File: config.mk
export PLATFORM = sky130hd
export DESIGN_NAME = seq_pattern_detector
export DESIGN_NICKNAME = d
export VERILOG_FILES = /design/src/rtl/seq_det_pkg.sv /design/src/rtl/sat_counter.sv /design/src/rtl/seq_pattern_detector.sv
export SDC_FILE = /design/constraint.sdc
export NUM_CORES = 1
export LEC_CHECK = 0
export CAP_MARGIN = 15
export CORE_MARGIN = 1
export CORE_UTILIZATION = 47
export CTS_BUF_LIST = sky130_fd_sc_hd__clkbuf_8
export DETAILED_ROUTE_END_ITERATION = 8
export GPL_ROUTABILITY_DRIVEN = 1
export GPL_TIMING_DRIVEN = 1
export PLACE_DENSITY_LB_ADDON = 0.15
export RECOVER_POWER = 25
export SETUP_SLACK_MARGIN = 0.05
export SKIP_LAST_GASP = 1
export SLEW_MARGIN = 0
export SYNTH_ARGS = -nofsm -noshare
export SYNTH_HDL_FRONTEND = slang
export SYNTH_SLANG_ARGS = --single-unit
File: constraint.sdc
create_clock -name clock -period 1.67 [get_ports clock]
set_input_delay 0.167 -clock clock [delete_from_list [all_inputs] [get_ports clock]]
set_output_delay 0.167 -clock clock [all_outputs]
set_load 0.02 [all_outputs]
File: src/rtl/seq_det_pkg.sv
// Shared definitions for the serial pattern detector: FSM state encoding and
// default parameter values.
package seq_det_pkg;

    typedef enum logic {
        ST_IDLE  = 1'b0,
        ST_ARMED = 1'b1
    } state_t;

    localparam int DEF_PAT_W = 4;
    localparam int DEF_CNT_W = 8;

endpackage : seq_det_pkg

File: src/rtl/sat_counter.sv
// Saturating up-counter with synchronous clear; clear wins over increment.
module sat_counter #(
    parameter int W = 8
) (
    input  logic         clock,
    input  logic         reset,
    input  logic         inc,
    input  logic         clr,
    output logic [W-1:0] count
);

    localparam logic [W-1:0] CNT_MAX = {W{1'b1}};

    logic [W-1:0] count_r;

    // count register: clear, saturating increment or hold
    always_ff @(posedge clock or posedge reset) begin
        if (reset) begin
            count_r <= {W{1'b0}};
        end else if (clr) begin
            count_r <= {W{1'b0}};
        end else if (inc && (count_r != CNT_MAX)) begin
            count_r <= count_r + {{(W-1){1'b0}}, 1'b1};
        end else begin
            count_r <= count_r;
        end
    end

    assign count = count_r;

endmodule : sat_counter

File: src/rtl/seq_pattern_detector.sv
// Runtime-programmable serial pattern detector with overlap control and a
// saturating match counter. Define SEQ_DET_REG_OUT_EN to register y_out.
module seq_pattern_detector
    import seq_det_pkg::*;
#(
    parameter int PAT_W = DEF_PAT_W,
    parameter int CNT_W = DEF_CNT_W
) (
    input  logic             clock,
    input  logic             reset,
    input  logic             x_in,
    input  logic             x_valid,
    input  logic             load_pat,
    input  logic [PAT_W-1:0] pat_in,
    input  logic             overlap_en,
    input  logic             clr_cnt,
    output logic             y_out,
    output logic [CNT_W-1:0] match_count,
    output logic             armed
);

    localparam int FILL_W = $clog2(PAT_W);
    localparam logic [FILL_W-1:0] FILL_MAX = FILL_W'(PAT_W - 1);

    state_t            state_r;
    logic [PAT_W-1:0]  pattern_r;
    logic [PAT_W-2:0]  history_r;
    logic [PAT_W-2:0]  hist_shift_s;
    logic [FILL_W-1:0] fill_r;
    logic [FILL_W-1:0] fill_inc_s;
    logic              armed_r;
    logic              match_s;

    // A two-bit pattern keeps a single history bit, so the shift degenerates.
    generate
        if (PAT_W == 2) begin : g_hist_one
            assign hist_shift_s = x_in;
        end else begin : g_hist_many
            assign hist_shift_s = {history_r[PAT_W-3:0], x_in};
        end
    endgenerate

    // fill saturates once a full window of prior bits is present
    always_comb begin
        fill_inc_s = fill_r;
        if (fill_r != FILL_MAX) begin
            fill_inc_s = fill_r + {{(FILL_W-1){1'b0}}, 1'b1};
        end else begin
            fill_inc_s = FILL_MAX;
        end
    end

    // Mealy match: the completing bit is compared in the cycle it arrives
    always_comb begin
        match_s = 1'b0;
        if ((state_r == ST_ARMED) && x_valid && !load_pat &&
            (fill_r == FILL_MAX) && ({history_r, x_in} == pattern_r)) begin
            match_s = 1'b1;
        end else begin
            match_s = 1'b0;
        end
    end

    // detector FSM: pattern capture, history shifting and fill tracking
    always_ff @(posedge clock or posedge reset) begin
        if (reset) begin
            state_r   <= ST_IDLE;
            pattern_r <= {PAT_W{1'b0}};
            history_r <= {(PAT_W-1){1'b0}};
            fill_r    <= {FILL_W{1'b0}};
            armed_r   <= 1'b0;
        end else if (load_pat) begin
            state_r   <= ST_ARMED;
            pattern_r <= pat_in;
            history_r <= {(PAT_W-1){1'b0}};
            fill_r    <= {FILL_W{1'b0}};
            armed_r   <= 1'b1;
        end else begin
            case (state_r)
                ST_IDLE: begin
                    state_r <= ST_IDLE;
                    armed_r <= 1'b0;
                end
                ST_ARMED: begin
                    state_r <= ST_ARMED;
                    armed_r <= 1'b1;
                    if (x_valid) begin
                        // Non-overlap mode restarts from an empty window after a hit.
                        if (match_s && !overlap_en) begin
                            history_r <= {(PAT_W-1){1'b0}};
                            fill_r    <= {FILL_W{1'b0}};
                        end else begin
                            history_r <= hist_shift_s;
                            fill_r    <= fill_inc_s;
                        end
                    end else begin
                        history_r <= history_r;
                        fill_r    <= fill_r;
                    end
                end
                default: begin
                    state_r <= ST_IDLE;
                    armed_r <= 1'b0;
                end
            endcase
        end
    end

    sat_counter #(
        .W (CNT_W)
    ) u_match_cnt (
        .clock (clock),
        .reset (reset),
        .inc   (match_s),
        .clr   (clr_cnt),
        .count (match_count)
    );

`ifdef SEQ_DET_REG_OUT_EN
    logic y_r;

    // registered pulse, one cycle after the completing bit
    always_ff @(posedge clock or posedge reset) begin
        if (reset) begin
            y_r <= 1'b0;
        end else begin
            y_r <= match_s;
        end
    end

    assign y_out = y_r;
`else
    assign y_out = match_s;
`endif

    assign armed = armed_r;

endmodule : seq_pattern_detector
==> impl_results.md <==
* Status: finished, final reports clean
* Drt pass-1 iters at 4
* Seq/Total Area, Yosys at 43.53%
* Setup crit start kind: register
* Die W at 48.92 um
* CP delay by family, top: simple AND/OR/NAND/NOR gates
* Critical path arrival at 1820 ps
* Initial antenna violation count at 0
* Fmax at 600.1 MHz
* GR Overflow Total at 0
* Clock Pin Slew Worst Setup and Hold Paths at 70 ps
* Iter 0 DRT Violations at 21
* Syn nets at 108
* Nets at 155
* Synthesized area at 1035 um2
* Die height at 48.92 um
* VDD IR max at 0.0006412 V
* Hold depth at 3
* Starting Density at 51.18%
* Area Overhead vs Synth at 50.30%
* Core ar. at 2022 um2
* WP data required at 1820 ps
* Crit-path max FO at 8
* GRT Util Overall at 22.76%
* # rows at 16
* Yosys cell types at 30
* Max-slew violation count at 0
* Vias in the first global route at 872
* Total power at 1.037 mW
* Dpl hpwl at 1.679 mm
* Leak at 0.6945 nW
* DR WL/cell at 15.55 um
* Clock skew at 4.375 ps
* Largest net degree at the start of global routing at 19
* Gpl congestion at 0.7567
* Cells on worst reg2reg path at 5
* Seq cells post-synth at 18
* Final hold viol count at 0
* Worst Hold Launch: x_valid
* Hold EP: fill_r[0]
* HP Class: in2reg
* Final cell count without fillers at 169
* Routed WL at 2.628 mm
* CTS Root Cell: clkbuf_8
* Final worst-path setup slack at 3.674 ps
* H-tree Lvls at 1
* Crit path time final at 1666 ps
* Worst path cell trace: xnor2_2 -> buf_4 -> nand4_4 -> nor3_1 -> mux2_2
* Setup slack, reg-to-reg at 4 ps
* Synth warn at 0
* ANT cells at 0
* Slew margin rel. at 34.63%
* FF-to-FF Start: pattern_r[3]
* Clock Path Buffers at 2
* CTS tree: built
* Final ANT Viol Nets at 0
* Port bufs at 20
* Placed insts at 160
* Place WS at -248.2 ps
* Worst slew pin tran at 980.6 ps
* Syn Area/Cell at 10.78 um2
* Layout Utilization at 76.92%
* DIE AREA at 2393 um2
* IO Count at 21
* Crit path largest cell delay at 410 ps
* Layout cells sized above 1 at 40.14%
* Worst flop-to-flop path endpoint: u_match_cnt.count[6]
* Crit path kind: reg2reg
* Crit-path slowest cell: dfrtp_1
* Clk_lat worst skew at 260 ps
* Number of remaining DRC errors at 0
* Cell count after synthesis at 96
* Commonest cells after routing, fill and taps aside: buf_4, clkdlybuf4s50_1, dfrtp_1
* PwrDens at 666.8 nW/um2
* Max_cap viols at 0
* Worst path bufs/invs at 1
* RSZ-0062 raised after global routing: true
* # setup viols final at 0
* Clock sink total at 18
* Fin Hold WS at 347.2 ps
* Via density at 5.456
* First-pass GRT wire length at 4.105 mm
* Num CTS Buffers at 3
* Crit end category: register
* Post-cts hold buffer count at 0
* Vias at 922
* Commonest non-fill, non-tap cell in the layout: buf_4
* Final period util at 99.78%
[how the worst max path moves through the flow]
| stage | cells past startpoint | from | endpoint |
|---|---|---|---|
| final | 5 | pattern_r[3] | u_match_cnt.count[6] |
| after floorplan | 5 | u_match_cnt.count[0] | u_match_cnt.count[5] |
| after global placement | 5 | x_valid | y_out |
| after global routing | 5 | pattern_r[3] | u_match_cnt.count[3] |
| after CTS | 5 | pattern_r[3] | u_match_cnt.count[5] |
| after detailed placement | 5 | x_valid | y_out |
[flip-flops by register name, indices dropped and copies added, names as in the netlist]
signal,count
armed,1
fill_r,2
history_r,3
pattern_r,4
u_match_cnt.count,8
[metrics by stage]
stage	instance area (um2)	setup TNS [ps]
2_1_floorplan	1059	0
4_1_cts	1514	0
6_report	1555	0
3_3_place_gp	1428	-1358
3_5_place_dp	1428	-1604
5_1_grt	1555	-417.3
[synth_stat cells]
master    count  area [um2]
dfrtp_1      18       450.4
mux2_2        8       90.09
inv_1         7       26.28
nor2_1        7       26.28
nor3_1        7       35.03
nand3_1       6       30.03
nor2b_1       6       37.54
a21oi_1       3       15.01
a32oi_1       3       26.28
nand2_1       3       11.26
o41ai_1       3       26.28
xnor2_2       3       48.80
clkbuf_1      2       7.510
mux2_1        2       22.52
nor4_1        2       12.51
o21ai_0       2       10.01
a211oi_1      1       7.510
and3_1        1       6.260
and3_2        1       7.510
and4b_2       1       11.26
ha_1          1       12.51
nand4_1       1       6.260
nand4_4       1       21.27
o211ai_4      1       21.27
o21a_1        1       7.510
o21ba_2       1       10.01
o31ai_1       1       7.510
or2_2         1       6.260
or3_1         1       6.260
xnor2_4       1       27.53
[logic make-up after synthesis]
kind of cell | synth area share (%)
XOR/XNOR | 7.377
flip-flops | 43.53
AND/OR/NAND/NOR | 21.04
adder cells (fa/ha/maj) | 1.209
multiplexers | 10.88
buffers and inverters | 3.266
AO/OA/AOI/OAI | 12.70
[what timing repair did]
action / in CTS / in global routing
gates cloned: 0 / 0
setup endpoints to repair: 5 / 9
setup buffers: 2 / 3
pin swaps: 0 / 2
resized for setup: 4 / 8
[layer usage]
metal | global-route usage [%] | vias to the layer above | routed length, um
li1 | - | 444 | -
met1 | 28.89 | 438 | 1138
met2 | 39.81 | 31 | 1318
met3 | 3.427 | 9 | 113
met4 | 6.863 | 0 | 57
met5 | 0 | - | 0
[power by group]
part	leakage [nW]	internal, mW	total (mW)	switching, mW
Combinational	0.437	0.104	0.189	0.0851
Sequential	0.229	0.456	0.477	0.0219
Clock	0.0288	0.210	0.370	0.160
Total	0.695	0.770	1.04	0.267
[cell type report]
cell class | instances | area (um2)
timing repair buffer | 44 | 374.1
inverter | 7 | 26.28
multi-input combinational | 69 | 610.6
tap | 27 | 33.78
fill | 130 | 466.7
sequential | 18 | 455.4
clock buffer | 4 | 55.05
[worst min-delay path, cell delays in order]
cell            delay (ps)
dlymetal6s2s_1         150
a21oi_1                170
a211oi_1                70
Power figures use the tool's default switching activity.
